[config.mk]
export PLATFORM = sky130hd
export DESIGN_NAME = bus_sequencer_flat
export DESIGN_NICKNAME = d
export VERILOG_FILES = /design/src/rtl/bus_sequencer_if.sv /design/src/rtl/bus_sequencer.sv /design/src/flat_wrapper.sv
export SDC_FILE = /design/constraint.sdc
export NUM_CORES = 1
export LEC_CHECK = 0
export CORE_ASPECT_RATIO = 0.75
export CORE_UTILIZATION = 45
export CTS_BUF_LIST = sky130_fd_sc_hd__clkbuf_8
export CTS_CLUSTER_DIAMETER = 30
export DETAILED_ROUTE_END_ITERATION = 7
export DONT_BUFFER_PORTS = 1
export GPL_TIMING_DRIVEN = 0
export SLEW_MARGIN = 40
export SYNTH_ARGS = -nofsm -noshare
export SYNTH_HDL_FRONTEND = slang
export SYNTH_SLANG_ARGS = --single-unit
export TNS_END_PERCENT = 1
[constraint.sdc]
create_clock -name clock -period 2.7 [get_ports clock]
set_input_delay 0.27 -clock clock [delete_from_list [all_inputs] [get_ports clock]]
set_output_delay 0.27 -clock clock [all_outputs]
set_load 0.02 [all_outputs]
[src/rtl/bus_sequencer_if.sv]
// bus_sequencer_if: control bundle between the micro-step sequencer and the single-bus datapath
interface bus_sequencer_if;
  logic        run;
  logic [31:0] ir;
  logic        mem_ready;
  logic [23:0] bus_src;
  logic [15:0] reg_in;
  logic [7:0]  ld_en;
  logic        inc_pc;
  logic [4:0]  alu_op;
  logic        read;
  logic        write;
  logic        done;
  logic        halted;
  logic        fault;
  logic [3:0]  step;
  modport master (
    input  run, ir, mem_ready,
    output bus_src, reg_in, ld_en, inc_pc, alu_op, read, write, done, halted, fault, step
  );
  modport slave (
    output run, ir, mem_ready,
    input  bus_src, reg_in, ld_en, inc_pc, alu_op, read, write, done, halted, fault, step
  );
endinterface

[src/rtl/bus_sequencer.sv]
// bus_sequencer: T0-T7 fetch/execute micro-step controller for the single-bus datapath
module bus_sequencer #(
  parameter int WAIT_MAX = 15
) (
  input logic             clock,
  input logic             clear,
  bus_sequencer_if.master bus
);
  typedef enum logic [3:0] {
    T0 = 4'd0, T1 = 4'd1, T2 = 4'd2, T3 = 4'd3, T4 = 4'd4, T5 = 4'd5, T6 = 4'd6, T7 = 4'd7,
    IDLE = 4'd8, HALT = 4'd9
  } state_t;
  localparam int CW = $clog2(WAIT_MAX + 1);
  localparam logic [23:0] S_ZH = 24'h040000, S_ZL = 24'h080000, S_PC = 24'h100000;
  localparam logic [23:0] S_MDR = 24'h200000, S_CSE = 24'h800000;
  localparam logic [7:0] L_PC = 8'h80, L_IR = 8'h40, L_MAR = 8'h20, L_MDR = 8'h10;
  localparam logic [7:0] L_Y = 8'h08, L_Z = 8'h04, L_LO = 8'h02, L_HI = 8'h01;
  state_t        state, nxt;
  logic [CW-1:0] cnt;
  logic          fault_q, timeout, mem_step, last;
  logic [4:0]    op;
  logic [15:0]   ra_oh, rb_oh, rc_oh;
  logic          is_ld, is_st, is_ialu, is_alu, is_mul, is_halt, is_nop, ir_unused;
  logic [23:0]   src;
  logic [15:0]   rin;
  logic [7:0]    ldv;
  logic [4:0]    aop;
  logic          inc, rd, wr;
  assign op        = bus.ir[31:27];
  assign ra_oh     = 16'd1 << bus.ir[26:23];
  assign rb_oh     = 16'd1 << bus.ir[22:19];
  assign rc_oh     = 16'd1 << bus.ir[18:15];
  assign ir_unused = ^bus.ir[14:0];
  assign is_ld     = op == 5'd0;
  assign is_st     = op == 5'd2;
  assign is_ialu   = op >= 5'd13 && op <= 5'd15;
  assign is_alu    = op >= 5'd3 && op <= 5'd15;
  assign is_mul    = op == 5'd16;
  assign is_halt   = op == 5'd26;
  assign is_nop    = !(is_ld || is_st || is_alu || is_mul || is_halt);
  assign mem_step  = state == T1 || (state == T6 && is_ld) || (state == T7 && is_st);
  assign timeout   = mem_step && !bus.mem_ready && cnt == CW'(WAIT_MAX - 1);
  assign last      = (state == T3 && is_nop) || (state == T5 && is_alu) || (state == T6 && is_mul) ||
                     (state == T7 && is_ld) || (state == T7 && is_st && bus.mem_ready);
  // step sequencing; the last step of any instruction chains straight into the next fetch
  always_comb begin
    nxt = state;
    case (state)
      IDLE:    nxt = bus.run ? T0 : IDLE;
      T0:      nxt = T1;
      T1:      nxt = bus.mem_ready ? T2 : timeout ? HALT : T1;
      T2:      nxt = T3;
      T3:      nxt = is_halt ? HALT : T4;
      T4:      nxt = T5;
      T5:      nxt = T6;
      T6:      nxt = (is_ld && !bus.mem_ready) ? (timeout ? HALT : T6) : T7;
      T7:      nxt = (is_st && !bus.mem_ready) ? (timeout ? HALT : T7) : IDLE;
      default: nxt = HALT;
    endcase
    if (last) nxt = bus.run ? T0 : IDLE;
  end
  // state, wait counter and sticky fault; clear wins asynchronously
  always_ff @(posedge clock or negedge clear) begin
    if (!clear) begin
      state   <= IDLE;
      cnt     <= '0;
      fault_q <= 1'b0;
    end else begin
      state   <= nxt;
      cnt     <= (mem_step && nxt == state) ? cnt + 1'b1 : '0;
      fault_q <= fault_q | timeout;
    end
  end
  // per-step control decode; only mdr_in/done look at mem_ready directly
  always_comb begin
    src = '0;
    rin = '0;
    ldv = '0;
    aop = '0;
    inc = 1'b0;
    rd  = 1'b0;
    wr  = 1'b0;
    case (state)
      T0: begin
        src = S_PC;
        ldv = L_MAR | L_Z;
        inc = 1'b1;
      end
      T1: begin
        src = S_ZL;
        ldv = (cnt == '0 ? L_PC : 8'h0) | (bus.mem_ready ? L_MDR : 8'h0);
        rd  = 1'b1;
      end
      T2: begin
        src = S_MDR;
        ldv = L_IR;
      end
      T3: begin
        src = is_mul ? {8'd0, ra_oh} : (is_alu || is_ld || is_st) ? {8'd0, rb_oh} : '0;
        ldv = (is_alu || is_mul || is_ld || is_st) ? L_Y : 8'h0;
      end
      T4: begin
        src = is_mul ? {8'd0, rb_oh} : (is_alu && !is_ialu) ? {8'd0, rc_oh} : S_CSE;
        aop = (is_alu || is_mul) ? op : 5'd3;
        ldv = L_Z;
      end
      T5: begin
        src = S_ZL;
        rin = is_alu ? ra_oh : '0;
        ldv = is_mul ? L_LO : is_alu ? 8'h0 : L_MAR;
      end
      T6: begin
        src = is_mul ? S_ZH : is_st ? {8'd0, ra_oh} : '0;
        ldv = is_mul ? L_HI : (is_st || bus.mem_ready) ? L_MDR : 8'h0;
        rd  = is_ld;
      end
      T7: begin
        src = is_ld ? S_MDR : '0;
        rin = is_ld ? ra_oh : '0;
        wr  = is_st;
      end
      default: ;
    endcase
  end
  assign bus.bus_src = src;
  assign bus.reg_in  = rin;
  assign bus.ld_en   = ldv;
  assign bus.alu_op  = aop;
  assign bus.inc_pc  = inc;
  assign bus.read    = rd;
  assign bus.write   = wr;
  assign bus.done    = last;
  assign bus.halted  = state == HALT || (state == T3 && is_halt);
  assign bus.fault   = fault_q;
  assign bus.step    = state;
endmodule

[src/flat_wrapper.sv]
// flat-port wrapper written by rule: the top's interface ports become plain ports
module bus_sequencer_flat 
#(
  parameter int WAIT_MAX = 15
)
  (clock, clear, bus_run, bus_ir, bus_mem_ready, bus_bus_src, bus_reg_in, bus_ld_en, bus_inc_pc, bus_alu_op, bus_read, bus_write, bus_done, bus_halted, bus_fault, bus_step);
  bus_sequencer_if bus_i ();
  input logic clock;
  input logic clear;
  input wire logic [$bits(bus_i.run)-1:0] bus_run;
  input wire logic [$bits(bus_i.ir)-1:0] bus_ir;
  input wire logic [$bits(bus_i.mem_ready)-1:0] bus_mem_ready;
  output wire logic [$bits(bus_i.bus_src)-1:0] bus_bus_src;
  output wire logic [$bits(bus_i.reg_in)-1:0] bus_reg_in;
  output wire logic [$bits(bus_i.ld_en)-1:0] bus_ld_en;
  output wire logic [$bits(bus_i.inc_pc)-1:0] bus_inc_pc;
  output wire logic [$bits(bus_i.alu_op)-1:0] bus_alu_op;
  output wire logic [$bits(bus_i.read)-1:0] bus_read;
  output wire logic [$bits(bus_i.write)-1:0] bus_write;
  output wire logic [$bits(bus_i.done)-1:0] bus_done;
  output wire logic [$bits(bus_i.halted)-1:0] bus_halted;
  output wire logic [$bits(bus_i.fault)-1:0] bus_fault;
  output wire logic [$bits(bus_i.step)-1:0] bus_step;
  assign bus_i.run = bus_run;
  assign bus_i.ir = bus_ir;
  assign bus_i.mem_ready = bus_mem_ready;
  assign bus_bus_src = bus_i.bus_src;
  assign bus_reg_in = bus_i.reg_in;
  assign bus_ld_en = bus_i.ld_en;
  assign bus_inc_pc = bus_i.inc_pc;
  assign bus_alu_op = bus_i.alu_op;
  assign bus_read = bus_i.read;
  assign bus_write = bus_i.write;
  assign bus_done = bus_i.done;
  assign bus_halted = bus_i.halted;
  assign bus_fault = bus_i.fault;
  assign bus_step = bus_i.step;
  bus_sequencer #(.WAIT_MAX(WAIT_MAX)) u_core (.clock(clock), .clear(clear), .bus(bus_i));
endmodule
==> results of run 1 <==
## cells by family (layout without fill, tap and decap cells)
family	after synthesis	after routing	synth area share
AOI/OAI and AO/OA	57	57	0.2742
xor gates and xnor gates	3	3	0.01492
adders and majority gates	3	3	0.02131
buffers and inverters	31	41	0.08664
DFF	9	9	0.1286
muxes	1	1	0.005682
other	1	3	0.002129
and+or+nand+nor	140	140	0.4666
## cells in the mapped netlist (2+ instances only)
| cell | number |
|---|---|
| sky130_fd_sc_hd__and3_1 | 3 |
| sky130_fd_sc_hd__or2_2 | 5 |
| sky130_fd_sc_hd__o21bai_1 | 2 |
| sky130_fd_sc_hd__a22oi_1 | 3 |
| sky130_fd_sc_hd__nor3b_1 | 5 |
| sky130_fd_sc_hd__nand3b_1 | 2 |
| sky130_fd_sc_hd__o31a_1 | 2 |
| sky130_fd_sc_hd__xor2_1 | 2 |
| sky130_fd_sc_hd__nor2_1 | 24 |
| sky130_fd_sc_hd__o21a_1 | 2 |
| sky130_fd_sc_hd__nor3_1 | 14 |
| sky130_fd_sc_hd__nor4b_1 | 2 |
| sky130_fd_sc_hd__nand2_1 | 22 |
| sky130_fd_sc_hd__or4b_2 | 2 |
| sky130_fd_sc_hd__or3_1 | 3 |
| sky130_fd_sc_hd__and2_1 | 2 |
| sky130_fd_sc_hd__a21o_1 | 3 |
| sky130_fd_sc_hd__buf_2 | 2 |
| sky130_fd_sc_hd__buf_6 | 3 |
| sky130_fd_sc_hd__nand4b_1 | 2 |
| sky130_fd_sc_hd__nand4bb_1 | 2 |
| sky130_fd_sc_hd__nor2b_1 | 7 |
| sky130_fd_sc_hd__o21ai_0 | 8 |
| sky130_fd_sc_hd__dfrtp_1 | 8 |
| sky130_fd_sc_hd__nor4_1 | 9 |
| sky130_fd_sc_hd__o221ai_1 | 11 |
| sky130_fd_sc_hd__nand4_1 | 2 |
| sky130_fd_sc_hd__buf_1 | 3 |
| sky130_fd_sc_hd__buf_4 | 3 |
| sky130_fd_sc_hd__ha_1 | 3 |
| sky130_fd_sc_hd__inv_1 | 11 |
| sky130_fd_sc_hd__a41oi_1 | 2 |
| sky130_fd_sc_hd__clkbuf_1 | 9 |
| sky130_fd_sc_hd__a31oi_1 | 2 |
| sky130_fd_sc_hd__nand2b_1 | 11 |
| sky130_fd_sc_hd__a21oi_1 | 4 |
| sky130_fd_sc_hd__nand3_1 | 11 |
## final timing paths
| check | from | end | slack, ps | cells past startpoint |
|---|---|---|---|---|
| max | u_core.bus.step[2] | bus_bus_src[1] | -70 | 6 |
| min | bus_run | u_core.bus.step[3] | 280 | 3 |
| max reg2reg | u_core.bus.step[0] | u_core.cnt[2] | 100 | 7 |
| min reg2reg | u_core.cnt[0] | u_core.cnt[0] | 520 | 1 |
| max in group asynchronous | clear | u_core.bus.step[3] | 1990 | 1 |
| min in group asynchronous | clear | u_core.bus.step[1] | 400 | 1 |
## layout make-up
class	count	area, um2	share of cell area
tap	52	65.06	0.02759
timing repair buffer	7	55.05	0.02334
multi-input combinational	207	1800	0.7634
clock buffer	3	41.29	0.01751
inverter	11	41.29	0.01751
clock inverter	1	3.754	0.001592
buffer	19	121.4	0.05146
sequential	9	230.2	0.09761
## state kept, by name, indices dropped and copies added (netlist names)
signal / count
u_core.bus.fault: 1
u_core.bus.step: 4
u_core.cnt: 4
## worst max-delay path: cells and delay by family (launching register included)
family,cells,cell delay (ps)
flops,1,490
simple gates,3,760
compound gates,3,1020
## per-layer routing
layer / global-route usage / vias to the layer above / routed length [um]
li1: - / 946 / -
met1: 0.4076 / 1003 / 2710
met2: 0.4325 / 105 / 2782
met3: 0.05072 / 6 / 512
met4: 0.05391 / 0 / 45
met5: 0 / - / 0
## through the flow
stage	cell area [um2]	std cells	power (mW)	TNS (ps)	utilization
after global routing	2359	309	1.558	-1813	0.6360
after detailed placement	1877	299	1.168	-6244	0.5061
final	2359	309	1.473	-365.5	0.6360
after global placement	1853	299	1.141	-7416	0.4997
after CTS	2245	305	1.407	-210.8	0.6053
after floorplan	1788	247	0.9885	-346.6	-
## timing repair
item                                    CTS  global route
endpoints found under the hold margin     9             0
hold buffers                              1             0
resized for setup                        58            14
setup buffers                             2             4
pin swaps                                 6             5
endpoints found under the setup margin   31            25
## power groups by stage
stage	Sequential, mW	Combinational, mW	Clock (mW)
CTS	0.252	1.00	0.153
detailed placement	0.247	0.921	0
finish	0.255	1.07	0.151
floorplan	0.237	0.752	0
global placement	0.248	0.893	0
global route	0.260	1.13	0.164
==> summary.md, run 1 <==
The run finished, with violations left. The final reports fail on negative setup slack. The total overflow left after global routing is 0. Post-route clock period utilization: 1.028. The first routing iteration left 119 violations. The tools report the kind of launch point of the worst setup path as a flop. TritonCTS built the clock tree. The cell area that synthesis handed to floorplanning was 1762 um2. The maximum clock path buffer count came out at 2.

The net count of the finished layout is 297. The area inside the core boundary was 3709 um2. The top cell types in the final layout, fill and taps aside, are sky130_fd_sc_hd__nand2_1 (21), sky130_fd_sc_hd__nor2_1 (20), sky130_fd_sc_hd__inv_1 (12). The final critical path time including I/O delays and setup works out to 2774 ps. On the final layout, the worst hold slack is 281.1 ps. The synthesized design contains 0 enable-type register cells. Detailed placement finished with a half-perimeter wire length of 4413 um.

Required time at the endpoint of the critical path: 2430 ps. Among all flip-flop cells after synthesis, the most frequent one is sky130_fd_sc_hd__dfrtp_1. The tools report the static leakage power as 0.8429 nW. The fraction of registers with async set/reset was 1.000; the total wire length after detailed routing was 6050 um.

The sequential group share of total power was 0.173; the final setup slack of the worst path was -74.46 ps. The cell area power density works out to 624.7 nW/um2. Internal power consumption: 0.6646 mW.

In this run, distinct cell masters in the synthesized netlist total 71. Setup repair after global routing could not meet its margin everywhere. From left edge to right edge, the die measures 74.25 um. The cell type with the largest total area after synthesis was sky130_fd_sc_hd__dfrtp_1.

Post-placement worst setup slack: -537.4 ps. The largest fanout on the critical path is 8. In this run the count of I/O pins placed on the die edge is 99. The analysis attributes to net switching a power of 0.8088 mW. For this run, the top clock speed supported by timing is 0.3604 GHz. Highest-delay cell along the critical path: sky130_fd_sc_hd__a311oi_4.

The run gives 0 as the number of antenna-violating nets in the routed design. The clock net in this run drives a total of 9 sinks. The run gives 0.103 as the relative contribution of the clock network to total power.

Clock latency on the worst-skew pair, taken at its later pin, is 230 ps. Entering global routing, the biggest net connects 11 pins. The switching power share of the total is 0.5490.

The via count of the first global-routing pass is 1750, and the fraction of final layout cells with drive strength greater than 1 is 0.3658. 0 antenna diodes ended up in the layout. The worst path arrival time was 2500 ps; the initial antenna violation count was 0. The effective utilization at floorplan was 0.4750.

Setup violations remaining at the end of the flow were counted as 10. The area share of the leading cell type in the synthesized netlist works out to 0.1136. For the first-pass detailed-route iteration total, the log shows 5.

Largest vdd supply drop: 622.2 uV. The layout overhead on the synthesized area was 33.88%. Commonest non-fill, non-tap cell in the layout: sky130_fd_sc_hd__nand2_1. Clock-pin slew was measured on the worst setup and hold paths at 40 ps. The critical path is of the flop to output pin type. The first global-routing pass estimated 8990 um of wire. The count of buffers added on input and output ports is 0. The total via count after detailed routing came out at 2060.

The average instance in the mapped netlist occupies 7.191 um2. By area the synthesized netlist is led by sky130_fd_sc_hd__dfrtp_1 (11%), sky130_fd_sc_hd__o221ai_1 (5.5%), sky130_fd_sc_hd__nor2_1 (5.1%). For the pin with the worst max-slew slack, the measured transition is 787.2 ps. For this run, the number of Yosys warnings is 0. After filler insertion, the fill cell instance count of the layout stands at 329.

The tightest min-delay check is of the input pin to flop type. The run gives 1 as the deepest level of the CTS H-tree. For the final database, setup skew stands at 1.508 ps. The average routed wire per standard cell is 19.58 um, and the floorplan row count is 19.

Walking the worst path, the cells encountered are nand4bb_4 -> a311oi_4 -> a22oi_2 -> nand2b_4 -> or2_4 -> o221ai_4. The global routing usage summed across all routing layers was 0.2805. The largest single stage delay on the critical path is 560 ps.

The die covers 4172 um2. The post-synthesis sequential area ratio was 0.1286; the cell count after synthesis was 245. The run gives 0.724 as the combinational power share.

The height of the die works out to 56.19 um. The tools report the normalized max-slew margin as 0.4752. At the end of routability-driven placement, the weighted congestion stood at 0.9212.

The logs give 0 for the count of endpoints failing hold in the final timing report and 3 for the number of buffers created by CTS. The remaining routing DRC violations is 0. The type of destination of the critical path was an output pin. Counting flops and latches in the post-synthesis netlist gives 9.

The via density per instance is 6.667, and the max-cap check violation count is 0. The run gives 0 as the number of max-slew violations in the final report. The cell sitting at the root of the clock tree is a sky130_fd_sc_hd__clkbuf_8.
(Power assumes the default switching activity.)
==> inputs of run 2 (changes only) <==
--- a/config.mk
+++ b/config.mk
@@ -5,6 +5,7 @@
 export SDC_FILE = /design/constraint.sdc
 export NUM_CORES = 1
 export LEC_CHECK = 0
+export ABC_AREA = 1
 export CORE_ASPECT_RATIO = 0.75
 export CORE_UTILIZATION = 45
 export CTS_BUF_LIST = sky130_fd_sc_hd__clkbuf_8
==> constraint.sdc (replaced) <==
create_clock -name clock -period 2.7 [get_ports clock]
set_input_delay 0.27 -clock clock [delete_from_list [all_inputs] [get_ports clock]]
set_output_delay 0.27 -clock clock [all_outputs]
set_load 0.05 [all_outputs]
==> run 2 against run 1 <==
Net effect:
- the run still ends with negative setup slack left
- critical path depth is 2 higher
- first-iteration DRC count is 2.5% higher
- clock-buffer cell count stayed put
- via count is 1.8% higher
- sequential cell count stayed put
- fmax is 0.59% lower
- clock skew is 3.2 ps higher
- worst setup slack worse by 17 ps
- cell area is 7.1% higher
- cell count is 16% higher
- critical endpoint is now bus_reg_in[6]
- highest routed layer unchanged
==> summary.md, run 2 <==
Fill cells in the final layout number 319. The root buffer cell chosen for the clock tree is sky130_fd_sc_hd__clkbuf_8. In this run the power spent charging and discharging nets is 1.203 mW.

Number of enable-type register cells in the synthesized netlist: 0. Data arrives at the worst endpoint at 2520 ps. The normalized max-slew margin was 0.3904. The post-synthesis sequential area ratio is 0.1310, and the floorplan row count is 19. The internal power consumption was 0.6661 mW; the largest fanout on the critical path was 7. The run gives 285 as the cell count after synthesis. Fraction of final layout cells with drive strength greater than 1: 0.4150.

The run gives 0 as the initial antenna violation count. In this run the top signal layer used is met4. The switching power share of the total was 0.6436. The setup path with the least slack is of type flop to output pin.

The number of max-slew violations in the final report was 0; the sequential group share of total power was 0.194. The run gives 0 as the count of endpoints failing hold in the final timing report. The number of buffers and inverters on the critical path is 4.

Fraction of registers with async set/reset: 1.000. In the synthesized netlist the dominant register cell turns out to be sky130_fd_sc_hd__dfrtp_1. Input and output buffers added on the ports amount to 0.

At the pin with the least slew margin, the transition time is 911.1 ps. The final setup slack of the worst path is -91.07 ps, and the post-route clock period utilization is 1.034. Setup repair after global routing could not meet its margin everywhere. The final critical path time including I/O delays and setup was 2791 ps. In this run the mean area of a mapped cell was 6.067 um2. The pre-antenna-repair detailed-routing pass consisted of 6 iterations.

Setup violations remaining at the end of the flow were counted as 21. At the end of the flow, the number of nets in the layout was 346. For the worst hold-check slack, the log shows 226.5 ps. Traced cell by cell, the critical path runs through inv_6 -> buf_4 -> buf_4 -> nor2_2 -> nand4_1 -> and2_1 -> clkbuf_1 -> nor2_1. The wire-length estimate of the detail-placed layout is 4384 um. Yosys attributes the largest share of cell area to sky130_fd_sc_hd__dfrtp_1 (12%), sky130_fd_sc_hd__nor2_1 (11%), sky130_fd_sc_hd__nand3_1 (9.8%).

Dividing the detail-routed via count by the number of cells gives 5.860. For the number of buffers created by CTS, the log shows 3. The tools report the area inside the core boundary as 3661 um2. The tool flagged a number of max-cap violations equal to 0. The required time at the endpoint of the critical path was 2430 ps. For this block, wires on met1 add up to 2732 um. The area share of the leading cell type in the synthesized netlist is 0.1158, and the number of DRC markers in iteration 0 is 122. Measured along the x axis, the die boundary spans 73.58 um. Across the VDD grid, the largest voltage drop is 700.6 uV.

The layout overhead on the synthesized area came out at 46.09%. The relative contribution of the clock network to total power came out at 0.081. The deepest level of the CTS H-tree is 1, and the static leakage power is 0.9969 nW. After global routing the overflow that remains totals 0.

During synthesis, Yosys emitted a total of 0 warnings. On the final layout, the worst clock skew is 4.705 ps. The count of nets left with antenna violations once routing finished came out at 0.

The highest attainable clock frequency was 0.3583 GHz; the antenna diode count was 0. The remaining routing DRC violations was 0; the I/O pin count was 99. Total via count after detailed routing: 2098.

The checks that failed: negative setup slack. The synthesized design contains 9 register bits. TritonCTS built the clock tree. The logs give 1729 um2 for the post-synthesis cell area and 0.4723 for the effective utilization at floorplan. The longest clock path from root to sink contains 2 buffers.

The highest-delay cell along the critical path is sky130_fd_sc_hd__nor2_1. The top cell types in the final layout, fill and taps aside, are sky130_fd_sc_hd__nand2_1 (35), sky130_fd_sc_hd__inv_1 (33), sky130_fd_sc_hd__nor2_1 (32). Wire segments on met2 add up to 2752 um in the final route. The average routed wire per standard cell was 17.46 um.

Among all cell types in the netlist, the one instantiated most often is sky130_fd_sc_hd__nor2_1. After detailed routing, the total wire length is 6252 um. The number of different library cells used by synthesis comes to 38. In this run the power density over the cells is 739.9 nW/um2.

Utilization after layout: 0.6900. The flow ran to the end, but the final reports show violations. The maximum single-stage delay on the critical path is 740 ps.

Clock-pin slew was measured on the worst setup and hold paths at 50 ps. The run gives 0.724 as the combinational power share. Global routing usage summed across all routing layers: 0.2807.

sky130_fd_sc_hd__dfrtp_1 takes more of the synthesized area than any other cell. STA classifies the critical path startpoint as a flop. The routed length on met3 came out at 594 um. The via count of the first global-routing pass was 1753.

In this run the worst hold path is classified as input pin to flop. Leaving out fill and tap cells, the most frequent cell in the layout is sky130_fd_sc_hd__nand2_1. The congestion estimate from routability-driven global placement came to 0.9105.

The tools report the maximum number of pins on one net before global-route repair as 11. Grouping stages by cell kind, the critical path spends the most delay in simple AND/OR/NAND/NOR gates. The cell type with the highest occurrence count on the critical path is sky130_fd_sc_hd__buf_4. The first global-routing pass estimated 8887 um of wire. Worst-skew pair later-pin latency: 230 ps. Type of destination of the critical path: an output pin. The height of the die came out at 55.69 um. The logs give 4097 um2 for the overall die area and 9 for the total clock sinks.

Counting instances in the post-synthesis netlist gives the leading cell types as sky130_fd_sc_hd__nor2_1 (52), sky130_fd_sc_hd__nand2_1 (36), sky130_fd_sc_hd__nand3_1 (34), sky130_fd_sc_hd__inv_1 (33), sky130_fd_sc_hd__nand4_1 (20).
-- run 2: what timing repair did --
action	4_1_cts	5_1_grt
buffers inserted	3	11
hold buffers	1	0
pin swaps	7	12
endpoints found under the hold margin	9	0
resized for setup	29	35
endpoints found under the setup margin	30	30
cloned	0	0
-- run 2: worst paths after layout --
| path | cells after the start | slack (ps) | endpoint | startpoint |
|---|---|---|---|---|
| setup reg to reg | 16 | 110 | u_core.cnt[3] | u_core.bus.step[3] |
| hold / removal | 3 | 230 | u_core.bus.step[3] | bus_run |
| setup / recovery | 8 | -90 | bus_reg_in[6] | u_core.bus.step[0] |
| min in group asynchronous | 1 | 400 | u_core.bus.step[2] | clear |
| max in group asynchronous | 1 | 1980 | u_core.bus.step[0] | clear |
| hold reg to reg | 1 | 510 | u_core.cnt[0] | u_core.cnt[0] |
-- run 2: metrics by stage --
stage	std cells	power, mW	instance area, um2	setup WS, ps	TNS, ps
after floorplan	287	1.241	1831	-249.6	-2272
after global placement	339	1.383	1896	-485.7	-8064
after detailed placement	339	1.447	1967	-571.2	-8931
after CTS	347	1.644	2265	-213.1	-3695
after global routing	358	1.961	2526	-163.5	-2674
final	358	1.869	2526	-91.07	-814.9
-- run 2: worst reg2reg max path: stages, from the launching register on --
cell	delay (ps)
sky130_fd_sc_hd__dfstp_2	700
sky130_fd_sc_hd__buf_6	180
sky130_fd_sc_hd__inv_8	40
sky130_fd_sc_hd__nand2_8	80
sky130_fd_sc_hd__buf_4	150
sky130_fd_sc_hd__nor2_8	60
sky130_fd_sc_hd__nand2_2	100
sky130_fd_sc_hd__nand3_1	70
sky130_fd_sc_hd__nor2_1	170
sky130_fd_sc_hd__nand2_2	260
sky130_fd_sc_hd__inv_2	170
sky130_fd_sc_hd__nand2_2	80
sky130_fd_sc_hd__nand2_1	80
sky130_fd_sc_hd__nand2_1	80
sky130_fd_sc_hd__nor2_2	120
sky130_fd_sc_hd__nand2_2	90
sky130_fd_sc_hd__nor2_1	100
-- run 2: layout make-up --
class,count,area [um2],share of cell area
clock buffer,3,41.29,0.01634
tap,52,65.06,0.02576
timing repair buffer,15,131.4,0.05201
multi-input combinational,215,1763,0.6979
sequential,9,235.2,0.09312
clock inverter,1,3.754,0.001486
buffer,13,83.83,0.03318
inverter,50,202.7,0.08024
-- run 2: kinds of logic after synthesis --
logic type	count (synthesis)	synth area share
xor gates and xnor gates	2	0.01013
adders and majority gates	3	0.02171
and+or+nand+nor	183	0.5637
buffers and inverters	63	0.1491
AOI/OAI and AO/OA	24	0.1223
other	1	0.002169
DFF	9	0.1310
-- run 2: metal layers --
| layer | track usage | vias up |
|---|---|---|
| li1 | - | 995 |
| met1 | 0.4117 | 954 |
| met2 | 0.4076 | 130 |
| met3 | 0.06159 | 19 |
| met4 | 0.08242 | 0 |
| met5 | 0 | - |
-- run 2: power groups by stage --
stage	Clock [mW]	Sequential [mW]	Combinational, mW
2_1_floorplan	0	0.317	0.924
3_3_place_gp	0	0.330	1.05
3_5_place_dp	0	0.338	1.11
4_1_cts	0.154	0.342	1.15
5_1_grt	0.161	0.370	1.43
6_report	0.152	0.363	1.35
==> variant 1, RTL diff (config.mk and constraints of run 2) <==
`WAIT_MAX` is set to 15 in 2 places; all go to 30.
--- a/src/rtl/bus_sequencer.sv
+++ b/src/rtl/bus_sequencer.sv
@@ -1,6 +1,6 @@
 // bus_sequencer: T0-T7 fetch/execute micro-step controller for the single-bus datapath
 module bus_sequencer #(
-  parameter int WAIT_MAX = 15
+  parameter int WAIT_MAX = 30
 ) (
   input logic             clock,
   input logic             clear,
--- a/src/flat_wrapper.sv
+++ b/src/flat_wrapper.sv
@@ -1,7 +1,7 @@
 // flat-port wrapper written by rule: the top's interface ports become plain ports
 module bus_sequencer_flat 
 #(
-  parameter int WAIT_MAX = 15
+  parameter int WAIT_MAX = 30
 )
   (clock, clear, bus_run, bus_ir, bus_mem_ready, bus_bus_src, bus_reg_in, bus_ld_en, bus_inc_pc, bus_alu_op, bus_read, bus_write, bus_done, bus_halted, bus_fault, bus_step);
   bus_sequencer_if bus_i ();
Check against the original RTL: no difference found for any inputs over 10 cycles, from zero or initial values; that may be too few to reach the edited logic, so the function may still have changed.
==> variant 1 against run 2 <==
- clock power up 28%
- power fell by 13%
- synthesized area down 1.2%
- sequential share of layout area is 2.0 points higher
- cell area fell by 8.6%
- clock skew decreased by 1.2 ps
- worst setup slack improved by 160 ps
- hold slack lost 32 ps
- wire length decreased by 7.4%
- sequential cell count increased by 1
- utilization shrank 2.0 points
- first-iteration DRC count up 38%
- global-route usage down 0.14 points
- via count is 1.4% lower
==> variant 1: results <==
[run_status]
status = complete, no violations

[finish]
fillCellCount = 315
layout-drive-gt1-share_pct = 33.9

[global_route]
use_met3_pct = 6.93
grt_pass1_wl_mm = 8.80
grt_util_met2_pct = 38.1
grt_use_met1_pct = 44.3

[clocking]
cts_root_buf = clkbuf_8
post_cts_resized = 30
cts_setup_buffers = 1

[critical_path]
arrival_ps = 2360
cp_slowest_stage_delay_ps = 560
cp_slowest_cell = dfrtp_4
r2r_cells = 14
reg2reg_slack_ps = 190
r2r-end = u_core.cnt[2]
cp_max_fo = 8

[detailed_routing]
drt_iter0_markers = 168
detail_route.wl_per_cell_um = 16.2
routed_wl_mm = 5.79
met1_length_mm = 2.74
drt_pass1_iterations = 4
routed-via-count = 2069
wl_met3_um = 622
wl_met2_mm = 2.39

[synth]
synth_xor_area_share_pct = 1.54
yosysSeqAreaShare_pct = 14.7
syn_area_per_cell_um2 = 5.77
synth_compound_area_share_pct = 13.4
synthTopCellsByArea = dfrtp_1 (13%), nand2_1 (11%), nor2_1 (11%)
synthAdderAreaFrac_pct = 2.20
synth_commonest_cells = nand2_1 (50), nor2_1 (50), inv_1 (39)

[placement]
dpl_worst_slack_ps = -414
gp_congestion = 0.837
dpl_cell_area_um2 = 1940
dp_cells = 348

[power_and_ir_drop]
p_leak_uw = 0.000861
peakVddDrop_mv = 0.546

[sta]
clock-skew-final_ps = 3.51
slew_headroom_pct = 41.2
variant 1: power by group:
group          total (uW)  internal (uW)  switching (uW)
sequential            345            195             150
combinational        1080            230             851
clock                 194            129            65.1
total                1620            554            1070
variant 1: worst max path at each step:
stage                             from             end  slack, ps  depth (start not counted)
detailed placement  u_core.bus.step[2]  bus_bus_src[3]       -410                          8
CTS                 u_core.bus.step[2]  bus_bus_src[3]        -70                          7
global placement    u_core.bus.step[2]  bus_bus_src[3]       -400                          8
floorplan           u_core.bus.step[2]  bus_bus_src[0]       -100                          8
finish              u_core.bus.step[2]  bus_bus_src[8]         70                          8
global route        u_core.bus.step[2]  bus_bus_src[8]        -30                          8
variant 1: area by class of cell:
cell class	instances	area (um2)	share of cell area (%)
inverter	51	196	8.51
sequential	10	260	11.3
clock buffer	4	55.1	2.38
tap	50	62.6	2.71
multi-input combinational	227	1630	70.6
buffer	10	51.3	2.22
timing repair buffer	5	52.6	2.28
